[config.mk]
export PLATFORM = sky130hd
export DESIGN_NAME = uart_xcvr
export DESIGN_NICKNAME = d
export VERILOG_FILES = /design/src/rtl/uart_pkg.sv /design/src/rtl/uart_baud_gen.sv /design/src/rtl/uart_xcvr.sv
export SDC_FILE = /design/constraint.sdc
export NUM_CORES = 1
export LEC_CHECK = 0
export ABC_AREA = 1
export CAP_MARGIN = 10
export CORE_MARGIN = 1
export CORE_UTILIZATION = 67
export CTS_BUF_LIST = sky130_fd_sc_hd__clkbuf_8
export CTS_CLUSTER_DIAMETER = 30
export DETAILED_ROUTE_END_ITERATION = 6
export DONT_BUFFER_PORTS = 1
export PLACE_DENSITY_LB_ADDON = 0.2
export RECOVER_POWER = 100
export SETUP_SLACK_MARGIN = 0.3
export SYNTH_ARGS = -nofsm -noshare
export SYNTH_HDL_FRONTEND = slang
export SYNTH_SLANG_ARGS = --single-unit
[constraint.sdc]
create_clock -name CLK50M -period 3.1 [get_ports CLK50M]
set_input_delay 0.62 -clock CLK50M [delete_from_list [all_inputs] [get_ports CLK50M]]
set_output_delay 0.62 -clock CLK50M [all_outputs]
set_load 0.02 [all_outputs]
[src/rtl/uart_pkg.sv]
// Shared UART definitions: parity encodings, FSM state types and frame arithmetic.
// Used by the transceiver top and by anything that needs to size a frame.
package uart_pkg;

  localparam int PAR_NONE = 0;
  localparam int PAR_EVEN = 1;
  localparam int PAR_ODD  = 2;

  typedef enum logic [2:0] {
    RX_IDLE,
    RX_START,
    RX_DATA,
    RX_PAR,
    RX_STOP
  } rx_state_e;

  typedef enum logic [2:0] {
    TX_IDLE,
    TX_START,
    TX_DATA,
    TX_PAR,
    TX_STOP
  } tx_state_e;

  // Clocks per oversample tick, never below one.
  function automatic int calc_div(input int clk_hz, input int baud, input int os);
    int d;
    d = clk_hz / (baud * os);
    return (d < 1) ? 1 : d;
  endfunction

  function automatic int frame_bits(input int data_bits, input int parity, input int stop_bits);
    return 1 + data_bits + ((parity != PAR_NONE) ? 1 : 0) + stop_bits;
  endfunction

endpackage

[src/rtl/uart_baud_gen.sv]
// Free-running divider producing a one-cycle tick every DIV clocks.
module uart_baud_gen #(
  parameter int DIV = 1
) (
  input  logic clk,
  input  logic rst_n,
  output logic tick
);

  localparam int            CW       = (DIV > 1) ? $clog2(DIV) : 1;
  localparam logic [CW-1:0] CNT_LAST = CW'(DIV - 1);

  logic [CW-1:0] cnt_q, cnt_d;

  assign tick = (cnt_q == CNT_LAST);

  always_comb begin
    cnt_d = tick ? '0 : cnt_q + 1'b1;
  end

  always_ff @(posedge clk or negedge rst_n) begin
    if (!rst_n) cnt_q <= '0;
    else        cnt_q <= cnt_d;
  end

endmodule

[src/rtl/uart_xcvr.sv]
// Full-duplex UART: oversampled receiver with glitch rejection, valid/ready
// transmitter and an echo path that retransmits clean received words.
module uart_xcvr
  import uart_pkg::*;
#(
  parameter int CLK_HZ     = 50_000_000,
  parameter int BAUD       = 115200,
  parameter int OVERSAMPLE = 16,
  parameter int DATA_BITS  = 8,
  parameter int PARITY     = 0,
  parameter int STOP_BITS  = 1
) (
  input  logic                 CLK50M,
  input  logic                 RST_N,
  input  logic                 RX,
  output logic                 TX,
  input  logic                 ECHO,
  input  logic [DATA_BITS-1:0] tx_data,
  input  logic                 tx_valid,
  output logic                 tx_ready,
  output logic [DATA_BITS-1:0] rx_data,
  output logic                 rx_valid,
  output logic                 rx_parity_err,
  output logic                 rx_frame_err,
  output logic                 rx_overrun,
  output logic                 rx_busy,
  output logic                 tx_busy
);

  localparam int            DIV       = calc_div(CLK_HZ, BAUD, OVERSAMPLE);
  localparam int            TW        = $clog2(OVERSAMPLE);
  localparam logic [TW-1:0] OS_LAST   = TW'(OVERSAMPLE - 1);
  localparam logic [TW-1:0] OS_HALF   = TW'(OVERSAMPLE / 2 - 1);
  localparam logic [3:0]    DATA_LAST = 4'(DATA_BITS - 1);
  localparam logic [3:0]    STOP_LAST = 4'(STOP_BITS - 1);
  localparam bit            HAS_PAR   = (PARITY == PAR_EVEN) || (PARITY == PAR_ODD);
  localparam bit            ODD       = (PARITY == PAR_ODD);

  logic tick;

  uart_baud_gen #(.DIV(DIV)) u_baud (
    .clk   (CLK50M),
    .rst_n (RST_N),
    .tick  (tick)
  );

  // ---------------------------------------------------------------- receiver
  logic                 rx_meta_q, rx_sync_q;
  rx_state_e            rx_state_q, rx_state_d;
  logic [TW-1:0]        rx_tick_q, rx_tick_d;
  logic [3:0]           rx_bit_q, rx_bit_d;
  logic [DATA_BITS-1:0] rx_shift_q, rx_shift_d;
  logic [DATA_BITS-1:0] rx_data_q, rx_data_d;
  logic                 rx_par_bad_q, rx_par_bad_d;
  logic                 rx_valid_q, rx_valid_d;
  logic                 rx_perr_q, rx_perr_d;
  logic                 rx_ferr_q, rx_ferr_d;

  // Idle-high synchroniser so reset release never looks like a start bit.
  always_ff @(posedge CLK50M or negedge RST_N) begin
    // NOTE: non-blocking assignments let rx_sync_q see the old rx_meta_q, giving two real stages.
    if (!RST_N) begin
      rx_meta_q <= 1'b1;
      rx_sync_q <= 1'b1;
    end else begin
      rx_meta_q <= RX;
      rx_sync_q <= rx_meta_q;
    end
  end

  always_comb begin
    // NOTE: every _d starts from its _q (or a pulse default) so no branch can infer a latch.
    rx_state_d   = rx_state_q;
    rx_tick_d    = rx_tick_q;
    rx_bit_d     = rx_bit_q;
    rx_shift_d   = rx_shift_q;
    rx_data_d    = rx_data_q;
    rx_par_bad_d = rx_par_bad_q;
    rx_valid_d   = 1'b0;
    rx_perr_d    = 1'b0;
    rx_ferr_d    = 1'b0;
    if (tick) begin
      case (rx_state_q)
        RX_IDLE: if (!rx_sync_q) begin
          rx_state_d = RX_START;
          rx_tick_d  = '0;
        end
        RX_START: if (rx_tick_q == OS_HALF) begin
          rx_tick_d    = '0;
          rx_bit_d     = '0;
          rx_par_bad_d = 1'b0;
          rx_state_d   = rx_sync_q ? RX_IDLE : RX_DATA;
        end else begin
          rx_tick_d = rx_tick_q + 1'b1;
        end
        default: if (rx_tick_q != OS_LAST) begin
          rx_tick_d = rx_tick_q + 1'b1;
        end else begin
          rx_tick_d = '0;
          case (rx_state_q)
            RX_DATA: begin
              rx_shift_d = {rx_sync_q, rx_shift_q[DATA_BITS-1:1]};
              rx_bit_d   = rx_bit_q + 1'b1;
              if (rx_bit_q == DATA_LAST) rx_state_d = HAS_PAR ? RX_PAR : RX_STOP;
            end
            RX_PAR: begin
              rx_par_bad_d = rx_sync_q ^ (^rx_shift_q) ^ ODD;
              rx_state_d   = RX_STOP;
            end
            default: begin
              // First stop bit only; idle again mid-stop so a following start edge is caught.
              rx_state_d = RX_IDLE;
              rx_data_d  = rx_shift_q;
              rx_valid_d = 1'b1;
              rx_perr_d  = rx_par_bad_q;
              rx_ferr_d  = !rx_sync_q;
            end
          endcase
        end
      endcase
    end
  end

  always_ff @(posedge CLK50M or negedge RST_N) begin
    if (!RST_N) begin
      rx_state_q   <= RX_IDLE;
      rx_tick_q    <= '0;
      rx_bit_q     <= '0;
      rx_shift_q   <= '0;
      rx_data_q    <= '0;
      rx_par_bad_q <= 1'b0;
      rx_valid_q   <= 1'b0;
      rx_perr_q    <= 1'b0;
      rx_ferr_q    <= 1'b0;
    end else begin
      rx_state_q   <= rx_state_d;
      rx_tick_q    <= rx_tick_d;
      rx_bit_q     <= rx_bit_d;
      rx_shift_q   <= rx_shift_d;
      rx_data_q    <= rx_data_d;
      rx_par_bad_q <= rx_par_bad_d;
      rx_valid_q   <= rx_valid_d;
      rx_perr_q    <= rx_perr_d;
      rx_ferr_q    <= rx_ferr_d;
    end
  end

  // ------------------------------------------------------------- transmitter
  tx_state_e            tx_state_q, tx_state_d;
  logic [TW-1:0]        tx_tick_q, tx_tick_d;
  logic [3:0]           tx_bit_q, tx_bit_d;
  logic [DATA_BITS-1:0] tx_shift_q, tx_shift_d;
  logic                 tx_par_q, tx_par_d;
  logic                 tx_out_q, tx_out_d;
  logic                 echo_load, tx_load;
  logic [DATA_BITS-1:0] tx_load_data;

  assign echo_load    = rx_valid_q & ECHO & !rx_perr_q & !rx_ferr_q;
  assign tx_ready     = (tx_state_q == TX_IDLE) & !ECHO & RST_N;
  assign tx_load      = (tx_valid & tx_ready) | (echo_load & (tx_state_q == TX_IDLE));
  assign tx_load_data = echo_load ? rx_data_q : tx_data;

  always_comb begin
    tx_state_d = tx_state_q;
    tx_tick_d  = tx_tick_q;
    tx_bit_d   = tx_bit_q;
    tx_shift_d = tx_shift_q;
    tx_par_d   = tx_par_q;
    tx_out_d   = tx_out_q;
    if (tx_state_q == TX_IDLE) begin
      // Start bit goes out on the next clock, not the next tick.
      if (tx_load) begin
        tx_state_d = TX_START;
        tx_tick_d  = '0;
        tx_shift_d = tx_load_data;
        tx_par_d   = (^tx_load_data) ^ ODD;
        tx_out_d   = 1'b0;
      end
    end else if (tick) begin
      if (tx_tick_q != OS_LAST) begin
        tx_tick_d = tx_tick_q + 1'b1;
      end else begin
        tx_tick_d = '0;
        case (tx_state_q)
          TX_START: begin
            tx_state_d = TX_DATA;
            tx_bit_d   = '0;
            tx_out_d   = tx_shift_q[0];
          end
          TX_DATA: if (tx_bit_q == DATA_LAST) begin
            tx_bit_d   = '0;
            tx_state_d = HAS_PAR ? TX_PAR : TX_STOP;
            tx_out_d   = HAS_PAR ? tx_par_q : 1'b1;
          end else begin
            tx_bit_d   = tx_bit_q + 1'b1;
            tx_shift_d = tx_shift_q >> 1;
            tx_out_d   = tx_shift_q[1];
          end
          TX_PAR: begin
            tx_state_d = TX_STOP;
            tx_bit_d   = '0;
            tx_out_d   = 1'b1;
          end
          default: if (tx_bit_q == STOP_LAST) tx_state_d = TX_IDLE;
                   else                       tx_bit_d   = tx_bit_q + 1'b1;
        endcase
      end
    end
  end

  always_ff @(posedge CLK50M or negedge RST_N) begin
    if (!RST_N) begin
      tx_state_q <= TX_IDLE;
      tx_tick_q  <= '0;
      tx_bit_q   <= '0;
      tx_shift_q <= '0;
      tx_par_q   <= 1'b0;
      tx_out_q   <= 1'b1;
    end else begin
      tx_state_q <= tx_state_d;
      tx_tick_q  <= tx_tick_d;
      tx_bit_q   <= tx_bit_d;
      tx_shift_q <= tx_shift_d;
      tx_par_q   <= tx_par_d;
      tx_out_q   <= tx_out_d;
    end
  end

  assign TX            = tx_out_q;
  assign tx_busy       = (tx_state_q != TX_IDLE);
  assign rx_data       = rx_data_q;
  assign rx_valid      = rx_valid_q;
  assign rx_parity_err = rx_perr_q;
  assign rx_frame_err  = rx_ferr_q;
  assign rx_overrun    = echo_load & (tx_state_q != TX_IDLE);
  assign rx_busy       = (rx_state_q != RX_IDLE) | rx_valid_q;

endmodule

==> reports/summary.md, run 1 <==
The library cell used as clock root buffer is clkbuf_8. The via count of the first global-routing pass was 2427. TritonCTS built the clock tree. The floorplan has 24 rows. Summing all non-filler instances in the final layout gives an area of 0.00331 mm^2. Net switching power of the design: 0.329 mW.

The post-synthesis cell type with the largest combined area is dfrtp_1. Port buffering added 0 buffers. The area fraction of the dominant cell type after synthesis was 44.1%. The flow ran to the end, and the final reports show no timing, DRC or antenna violations.

The number of antenna diodes in the final layout is 0. Of all nets on the critical path, the largest fanout is 19. The Yosys step of the flow raised 0 warnings.

For the number of instances in the synthesized netlist, the log shows 394. The most critical setup path has its startpoint at tx_state_q[2]. The total chip power was 1.67 mW. For this design, the sink count on the clock tree is 58. After detailed routing, the average wire length per cell comes to 14.0 um. The leading cell type in the layout, fill and taps excluded is nand2_1. A synthesized cell averages 7.92 um^2.

Of the available clock period, the critical path in the final layout requires 83.2%. The synthesized netlist contains 34 unique library cells. Setup repair after global routing left no endpoint under its margin. The clock tree buffer depth is 2. Clock-pin slew of the registers on the worst-case setup and hold paths: 0.06 ns. The combinational power share is 1.7%. The top cell types in the final layout, fill and taps aside, are nand2_1, dfrtp_1, inv_1, o21ai_0, nor2_1. Post-synthesis instance area: 0.00312 mm^2.

The run gives 45.6% as the share of total power in sequential cells. The run gives 28.8% as the overall fraction of global-route tracks in use. In the routed design, unresolved DRC markers number 0.

The area of the placeable core was 0.00441 mm^2; the worst reg2reg path depth was 9. The total number of vias is 2559. Yosys attributes the largest share of cell area to dfrtp_1, nand2_1, inv_1.

For the number of antenna violations at the first check in global routing, the log shows 0. At the end of routability-driven placement, the weighted congestion stood at 0.863. The startpoint identified for the worst register-to-register timing path is tx_state_q[2]. STA classifies the critical path startpoint as a flip-flop. The required arrival time at the worst endpoint came out at 2.48 ns. The die is 70.2 um tall. The worst setup path is of the reg -> out kind.

The transition time at the pin with the least slew margin works out to 1.32 ns. Fraction of registers with async set/reset: 100%. The first routing iteration left 203 violations. The tools report the final total negative setup slack as 0 ns. The total iterations of the first detailed-routing run came out at 4. The synthesized design contains 0 enable-type register cells.

For this run, the leading register cell type out of synthesis is dfrtp_1. At the later pin of the worst-skew pair, clock insertion delay measures 0.34 ns. In this run the number of H-tree levels came out at 3. The tools report the number of pins with negative max-slew slack in the final report as 0. In this run switching power makes up 19.7% of total power. Counting flops and latches in the post-synthesis netlist gives 58. IR analysis of the VDD net gives a maximum drop of 0.000383 V.

After clock tree synthesis, the repair step resized 0 gates. The tools report the number of buffers created by CTS as 9. The area growth from synthesis to layout is 6.21%. The share of post-route cells with drive strength above 1 is 7.39%, and the design internal power is 1.34 mW.

The tools report the layout net count as 421. The part of the power in the clock network is 52.7%, and the per-cell via count in the routed design is 5.59. For this design the static power due to leakage is 1.67 nW. The path class of the tightest hold or removal check is in -> async. On the final layout, the worst clock skew is 0.0117 ns.

The critical path arrival is 1.96 ns. Summing the sequential cell areas from Yosys gives 46.6% of the chip area. Max-cap violations in this run came to 0. Synthesis produced a netlist with a net count of 414.

The run gives 0.00132 mm^2 as the footprint of the multi-input gates. After detailed routing, the total wire length is 6420 um. The horizontal die dimension was 70.2 um; the initial standard-cell utilization of the core was 70.7%. The pin count of the biggest net entering global routing is 56. The worst setup path is captured at a primary output. The sequential cells in the finished layout cover a total of 0.00146 mm^2. The detail route stage leaves a number of antenna-violating nets equal to 0.

After detailed placement, the design holds a cell count of 441. The first global-routing pass estimated 10800 um of wire. Summed over all layers, the global routing overflow is 0.

The die area is 0.00493 mm^2, and the final critical path time including I/O delays and setup is 2.58 ns. The logs give 29 for the number of placed I/O pins and 4220 um for the half-perimeter wire length of the detailed placement result. In this run the cell area measured after placement is 0.00315 mm^2. Based on the critical path, the design can be clocked at up to 0.388 GHz. Setup violations remaining at the end of the flow were counted as 0. For the headroom to the max-slew limit, the log shows 12.1%. The power density over the cells works out to 504 mW/mm^2. For the filler cell count, the log shows 335. The final-report hold violation count was 0; the post-layout instance count excluding filler cells was 458.
## routing by layer
layer	vias up	global-route usage [%]	wire, um	share of wire, %
met3	21	8.51	391	6.1
met4	0	15.1	179	2.8
met2	78	44.4	3120	49
met1	1182	36.5	2730	43
met5	-	0	0	0
li1	1278	-	-	-
## timing repair
item	in CTS	in global routing
buffers inserted	0	0
hold endpoints to repair	55	0
hold buffers	1	0
endpoints found under the setup margin	0	0
## cell usage after synthesis, drive strengths merged, types with 4 or more instances
cell type	instances
nand2	118
inv	56
dfrtp	55
o21ai	50
nor2	35
nand3	23
a21oi	19
ha	7
o22ai	6
buf	4
nand4	4
nor3	4
xor2	4
## metrics by stage
stage / util [%] / hold slack, ns / worst slack (ns)
after floorplan: - / 0.324 / 1.16
after global placement: 71.4 / 0.325 / 1.12
after detailed placement: 71.4 / 0.326 / 1.08
after CTS: 77.8 / 0.111 / 0.773
after global routing: 75.1 / 0.0954 / 0.345
final: 75.1 / 0.118 / 0.522
## cell type report
class / count / share of cell area, %
inverters: 56 / 6.42
clock buffers: 11 / 4.57
clock inverters: 5 / 3.06
multi-input cells: 275 / 39.9
well taps: 52 / 1.96
flip-flops and latches: 58 / 43.9
repair buffers: 1 / 0.151
## critical path, cell delays in order (launching register included)
cell     delay [ns]
dfrtp_1        0.42
inv_1          0.13
nand3_1        0.51
inv_4          0.39
nor2_1         0.17
## cell families (layout without fill, tap and decap cells)
logic type | after synthesis | after routing | share of synthesized area [%]
AND/OR/NAND/NOR | 185 | 185 | 27.1
XOR/XNOR | 4 | 4 | 1.12
multiplexers | 1 | 1 | 0.361
adder cells (fa/ha/maj) | 7 | 7 | 2.81
AO/OA/AOI/OAI | 78 | 78 | 14.2
flip-flops | 58 | 58 | 46.6
buffers and inverters | 61 | 73 | 7.86
## final timing paths
kind / to / slack, ns
setup / recovery: rx_overrun / 0.52
hold / removal: rx_meta_q / 0.12
setup reg to reg: tx_shift_q[3] / 0.63
hold reg to reg: rx_sync_q / 0.36
max in group asynchronous: rx_tick_q[2] / 1.74
min in group CLK50M: rx_meta_q / 0.27
## flip-flops by register name, indices dropped and copies added, names as in the netlist
signal	count
rx_par_bad_q	1
tx_shift_q	8
tx_state_q	3
rx_bit_q	4
rx_state_q	3
tx_tick_q	4
rx_sync_q	1
u_baud.cnt_q	5
rx_tick_q	4
rx_frame_err	1
rx_meta_q	1
rx_data	8
tx_bit_q	4
rx_shift_q	8
TX	1
rx_parity_err	1
rx_valid	1
## power by group through the flow
stage | registers, mW | logic, mW | clock network [mW]
after detailed placement | 0.776 | 0.0152 | 0
after global routing | 0.761 | 0.0343 | 0.926
after floorplan | 0.775 | 0.0126 | 0
final | 0.762 | 0.0284 | 0.879
after global placement | 0.776 | 0.0150 | 0
after CTS | 0.762 | 0.0333 | 0.887
Note: power is estimated with default switching activity, not from simulation.
==> run 2, diff against run 1 <==
- CORE_UTILIZATION: 67 -> 59
- clock period: 3.1 -> 2.1 ns (I/O delays scaled with it)
==> run 2 against run 1 <==
Utilization decreased by 5.6 points. Clock power is 2% higher. Worst setup slack lost 0.31 ns. Hold slack worse by 0.038 ns. Count of clock-buffer cells in the layout is the same. Sequential power grew 47%. First-iteration DRC count fell by 45%. Cell area rose by 7.1%. Routed wire length is 0.79% higher. Non-clock buffer count rose by 18. Critical endpoint is now tx_ready. Largest power group is now sequential cells.
==> reports/summary.md, run 2 (synthesis gave the netlist of run 1 again) <==
The count of endpoints failing setup in the final report was 0 (unchanged); the number of pins with negative max-slew slack in the final report was 0 (unchanged). After layout, the worst path uses 90.0% of the clock period. For the via count of the first global-routing pass, the log shows 2348 (-3.3%). The critical path launch point type was a flip-flop.

The headroom to the max-slew limit is 66.7% (+55 points), and the first-pass GRT wire length is 10200 um (-5.6%). The per-cell via count in the routed design is 5.27 (-5.7%). The clock-pin slew of the registers on the worst-case setup and hold paths is 0.06 ns (about the same), and the power density over the cells is 586 mW/mm^2 (+16%). The run gives 0.000355 V (-7.3%) as the maximum VDD drop.

The number of buffers inserted by port buffering was 0 (unchanged); the total of max-cap violations was 0 (unchanged). Routability congestion estimate from global placement: 0.819 (-5.1%). The layout net count is 440 (+4.5%), and the instance count along the most critical hold path is 0. The total routed wirelength is 6470 um (+0.79%), and the routed length per instance is 13.1 um (-6.7%). STA classifies the critical path endpoint as a primary output. The path class of the tightest hold or removal check is in -> reg.

Largest driver fanout on the critical path: 8 (-11). In this run the critical register-to-register path is launched from u_baud.cnt_q[0]. The initial standard-cell utilization of the core was 61.1% (-9.6 points); the clock tree buffer depth was 2 (unchanged). Site row count: 26 (+8.3%). The total chip power came out at 2.08 mW (+25%). The logs give 58 (unchanged) for the number of clock sinks and 29 (unchanged) for the number of placed I/O pins. The logs give 0.00558 mm^2 (+13%) for the die area and 4270 um (+1.0%) for the half-perimeter wire length of the detailed placement result. The tools report the total number of vias as 2609 (+2.0%). The leakage power total is 1.79 nW (+7.5%).

Category of the most critical setup path: reg -> out. The count of routing violations after the opening detailed-route iteration was 112 (-45%). The area of the placeable core was 0.00511 mm^2 (+16%). The achievable frequency was 0.529 GHz; the post-detailed-route DRC marker count was 0 (unchanged). The tools report the final total negative setup slack as 0 ns (unchanged). In the layout the commonest cells are nand2_1, inv_1, dfrtp_1, o21ai_0, nor2_1.

The die span in y is 74.7 um (+6.4%), and the worst reg2reg path depth is 9 (unchanged). Relative to the synthesized area, the layout overhead comes to 13.7%. The share of the core filled with cells is 69.5% (-5.6 points). The critical path starts at tx_state_q[2].

The tools report the number of cells in the design after placement as 461 (+4.5%). The pin count of the biggest net entering global routing is 59 (+5.4%), and the final critical path time including I/O delays and setup is 1.89 ns. The tools report the number of diodes as 0 (unchanged).

The tools report the number of H-tree levels as 3 (unchanged). The critical path arrival was 1.47 ns (-0.49 ns). The run gives 9 (unchanged) as the number of buffers created by CTS. Setup repair after global routing could not meet its margin everywhere. The tree is rooted in a clkbuf_8. The hold path startpoint was RX. TritonCTS built the clock tree. Transition time at the pin with the least slew margin: 0.497 ns (-0.822 ns). The residual overflow from global routing was 0 (unchanged). Leading cell type in the layout, fill and taps excluded: nand2_1.

For the required arrival time at the worst endpoint, the log shows 1.68 ns (-0.80 ns). The flow ran to the end, and the final reports show no timing, DRC or antenna violations. The number of antenna violations at the first check in global routing was 0 (unchanged). The worst-case clock skew was 0.00721 ns (-0.00454 ns); the total iterations of the first detailed-routing run was 4 (unchanged). Final-report hold violation count: 0 (unchanged). The post-layout instance count excluding filler cells was 495 (+8.1%). The clock insertion delay at the later pin of the skew report was 0.34 ns (about the same); the horizontal die dimension was 74.7 um (+6.4%). The residual antenna-violating net count after detailed routing came out at 0 (unchanged). The share of post-route cells with drive strength above 1 was 15.1% (+7.7 points); the overall fraction of global-route tracks in use was 24.3% (-4.5 points).
run 2: per-stage QoR:
stage               hold slack [ns]  setup slack [ns]  area [um^2]
floorplan                     0.124             0.468         3120
global placement              0.126             0.404         3190
detailed placement            0.126             0.334         3190
CTS                          0.0713             0.240         3440
global route                 0.0671             0.155         3550
finish                       0.0794             0.209         3550
run 2: worst paths after layout:
check	to	slack, ns
max in group asynchronous	rx_sync_q	1.19
worst min-delay path	rx_meta_q	0.08
worst min register to register	rx_sync_q	0.36
worst max register to register	rx_state_q[0]	0.30
worst max-delay path	tx_ready	0.21
min in group asynchronous	tx_shift_q[6]	0.58
run 2: worst max-delay path, stage by stage, from the launching register on:
cell and delay, ns:
dfrtp_2 0.43, inv_2 0.10, nand3_4 0.22, nor2_1 0.38
run 2: cell type report:
class	instances	area (um^2)
clock buffers	11	151
clock inverters	5	18.8
fillers	434	1560
inverters	56	225
multi-input cells	276	1450
flip-flops and latches	58	1460
well taps	70	87.6
repair buffers	19	161
run 2: per-layer routing:
| metal | vias to the layer above | track usage (%) | wire [um] |
|---|---|---|---|
| met1 | 1222 | 30.1 | 2880 |
| li1 | 1322 | - | - |
| met5 | - | 0 | 0 |
| met2 | 55 | 39.9 | 3140 |
| met3 | 10 | 4.95 | 338 |
| met4 | 0 | 13.2 | 106 |
run 2: repair_timing:
item / in CTS / in global routing
setup buffers: 2 / 13
hold buffers: 2 / 0
pin swaps: 1 / 9
endpoints found under the setup margin: 3 / 24
hold endpoints to repair: 58 / 0
gates cloned: 0 / 1
gates resized for setup: 10 / 17
run 2: power breakdown:
| part | leakage, nW | internal [mW] | switching (mW) | total [mW] |
|---|---|---|---|---|
| Clock | 0.106 | 0.472 | 0.425 | 0.897 |
| Sequential | 0.732 | 1.12 | 0.00268 | 1.12 |
| Combinational | 0.953 | 0.0185 | 0.0398 | 0.0583 |
| Total | 1.79 | 1.61 | 0.468 | 2.08 |
==> run 3, diff against run 2 <==
- GPL_TIMING_DRIVEN: default -> 0
==> run 3 against run 2 <==
Utilization increased by 3.7 points. Critical path depth is 7 higher. Via count rose by 2.1%. Total power grew 7.9%. Clock skew is essentially flat. Cell area is 5.3% higher. Highest routed layer unchanged. Largest power group unchanged. Non-clock buffer count is 6 higher.
==> reports/summary.md, run 3 (synthesis gave the netlist of run 1 again) <==
The flow ran to the end, and the final reports show no timing, DRC or antenna violations. The worst setup slack after layout was 0.260 ns (+0.0510 ns). The routability congestion estimate from global placement is 0.867 (+5.8%). The number of pins with negative max-slew slack in the final report is 0 (unchanged), and the count of endpoints failing setup in the final report is 0 (unchanged).

The logs give 0.544 GHz (+2.8%) for the achievable frequency and 0 (unchanged) for the residual overflow from global routing. The worst-case clock skew came out at 0.00713 ns (-0.0000799 ns). Class of the most critical hold timing path: in -> reg. The maximum VDD drop is 0.000452 V (+27%), and the residual antenna-violating net count after detailed routing is 0 (unchanged).

The tools report the total iterations of the first detailed-routing run as 5 (+1). The logs give 10200 um (+0.47%) for the first-pass GRT wire length and 0 (unchanged) for the number of diodes. Area of the placeable core: 0.00511 mm^2 (unchanged). Post-detailed-route DRC marker count: 0 (unchanged). The via count of the first global-routing pass was 2349 (+0.043%); the layout net count was 445 (+1.1%). The number of buffers inserted by port buffering came out at 0 (unchanged).

The part of the cycle the worst path needs came out at 87.6% (-2.4 points). STA classifies the critical path startpoint as a flip-flop. The logs give 59 (unchanged) for the pin count of the biggest net entering global routing and 164 (+46%) for the count of routing violations after the opening detailed-route iteration. The total of max-cap violations is 0 (unchanged), and the headroom to the max-slew limit is 66.5% (-0.16 points). The die span in y was 74.7 um (unchanged). The leading cell type in the layout, fill and taps excluded is nand2_1. TritonCTS built the clock tree. The required arrival time at the worst endpoint is 2.32 ns (+0.64 ns), and the power density over the cells is 601 mW/mm^2 (+2.4%). The relative area change from synthesis to final layout was 19.8%. The final instance area is 0.00374 mm^2 (+5.3%). The logs give 0 (unchanged) for the number of antenna violations at the first check in global routing and 0.00558 mm^2 (unchanged) for the die area.

The number of buffers created by CTS was 9 (unchanged). The worst setup path is of the reg -> reg kind. For the clock insertion delay at the later pin of the skew report, the log shows 0.33 ns (about the same). The per-cell via count in the routed design is 5.33 (+1.1%), and the half-perimeter wire length of the detailed placement result is 4290 um (+0.49%). The total routed wirelength was 6860 um (+6.0%); the leakage power total was 1.88 nW (+4.9%). The logs give 2.06 ns (+0.59 ns) for the critical path arrival and 2665 (+2.1%) for the total number of vias. The logs give 0.26 ns (-0.04 ns) for the worst-case register-to-register setup slack and 26 (unchanged) for the site row count. The transition time at the pin with the least slew margin is 0.500 ns (+0.00236 ns). The number of H-tree levels was 3 (unchanged); the final critical path time including I/O delays and setup was 1.84 ns (-0.0510 ns). The routed length per instance works out to 13.7 um (+4.9%). The initial standard-cell utilization of the core is 61.1% (unchanged), and the filler cell count is 404 (-6.9%). The tools report the final-report hold violation count as 0 (unchanged). The final total negative setup slack is 0 ns (unchanged), and the largest driver fanout on the critical path is 8 (unchanged). Setup repair after global routing could not meet its margin everywhere. The library cells used most frequently in the layout, excluding fill and tap cells, are nand2_1, dfrtp_1, inv_1, o21ai_0, nor2_1. The tools report the library cell used as clock root buffer as clkbuf_8. The worst slack at placement is 0.209 ns (-0.125 ns), and the clock tree buffer depth is 2 (unchanged).

The placement-stage cell area was 0.00321 mm^2 (+0.55%). For the number of placed I/O pins, the log shows 29 (unchanged). Sort of element at the end of the critical path: a flip-flop.

The number of clock sinks was 58 (unchanged); the overall fraction of global-route tracks in use was 24.5% (+0.23 points). The horizontal die dimension was 74.7 um (unchanged). The clock-pin slew of the registers on the worst-case setup and hold paths came out at 0.07 ns (about the same).

Share of post-route cells with drive strength above 1: 21.4% (+6.3 points).
run 3: cell count changes in the layout (fill, tap and decap cells not counted), sizes merged:
| cell | delta |
|---|---|
| clkbuf | +3 |
| inv | -5 |
| bufinv | +1 |
| clkinvlp | +1 |
| buf | +3 |
| clkinv | +3 |
| nor2 | -1 |
run 3: cell type report:
type                    count  area (um^2)  share of cell area (%)
clock buffers              11          151                    4.05
clock inverters             5         52.6                    1.41
multi-input cells         275         1500                    40.2
well taps                  70         87.6                    2.34
inverters                  56          218                    5.83
plain buffers               5         62.6                    1.67
flip-flops and latches     58         1460                    39.0
repair buffers             20          206                    5.52
run 3: per-layer routing:
metal  routed length (um)  vias to the layer above  track usage (%)
li1                     -                     1328                -
met1                 2990                     1272             30.2
met2                 3450                       46             41.9
met3                  239                       19             4.55
met4                  174                        0             11.3
met5                    0                        -                0
run 3: final timing paths:
| check | startpoint | end | cells after the start |
|---|---|---|---|
| max in group asynchronous | RST_N | rx_meta_q | 2 |
| min | RX | rx_meta_q | 0 |
| max reg2reg | u_baud.cnt_q[0] | tx_shift_q[4] | 10 |
| max | u_baud.cnt_q[0] | tx_shift_q[4] | 10 |
| min in group asynchronous | RST_N | tx_state_q[0] | 2 |
| min reg2reg | rx_meta_q | rx_sync_q | 0 |
run 3: metrics by stage:
| stage | hold WS (ns) | util (%) | instances | total power, mW |
|---|---|---|---|---|
| 3_3_place_gp | 0.125 | 62.8 | 464 | 1.17 |
| 6_report | 0.0761 | 73.2 | 500 | 2.24 |
| 4_1_cts | 0.0753 | 68.8 | 485 | 2.25 |
| 5_1_grt | 0.0700 | 73.2 | 500 | 2.30 |
| 2_1_floorplan | 0.124 | - | 394 | 1.16 |
| 3_5_place_dp | 0.125 | 62.8 | 464 | 1.17 |
run 3: power by group:
group / switching [mW] / total (mW) / internal (mW)
logic: 0.0405 / 0.0572 / 0.0167
clock network: 0.456 / 1.06 / 0.606
registers: 0.00315 / 1.12 / 1.12
run 3: worst max-delay path, cell delays in order (launching register included):
cell and delay, ns:
dfrtp_1 0.41, inv_1 0.07, ha_1 0.21, nand3_4 0.11, nor2_8 0.18, nand2_1 0.14
nand2_4 0.13, nand2_4 0.09, nor2_8 0.16, buf_4 0.16, o21ai_1 0.07
run 3: timing repair:
action                     4_1_cts  5_1_grt
hold endpoints to repair        58        0
hold buffers                     2        0
setup endpoints to repair       12       33
pin swaps                        5        9
buffers inserted                 3       13
gates resized for setup         14       38
gates cloned                     0        2
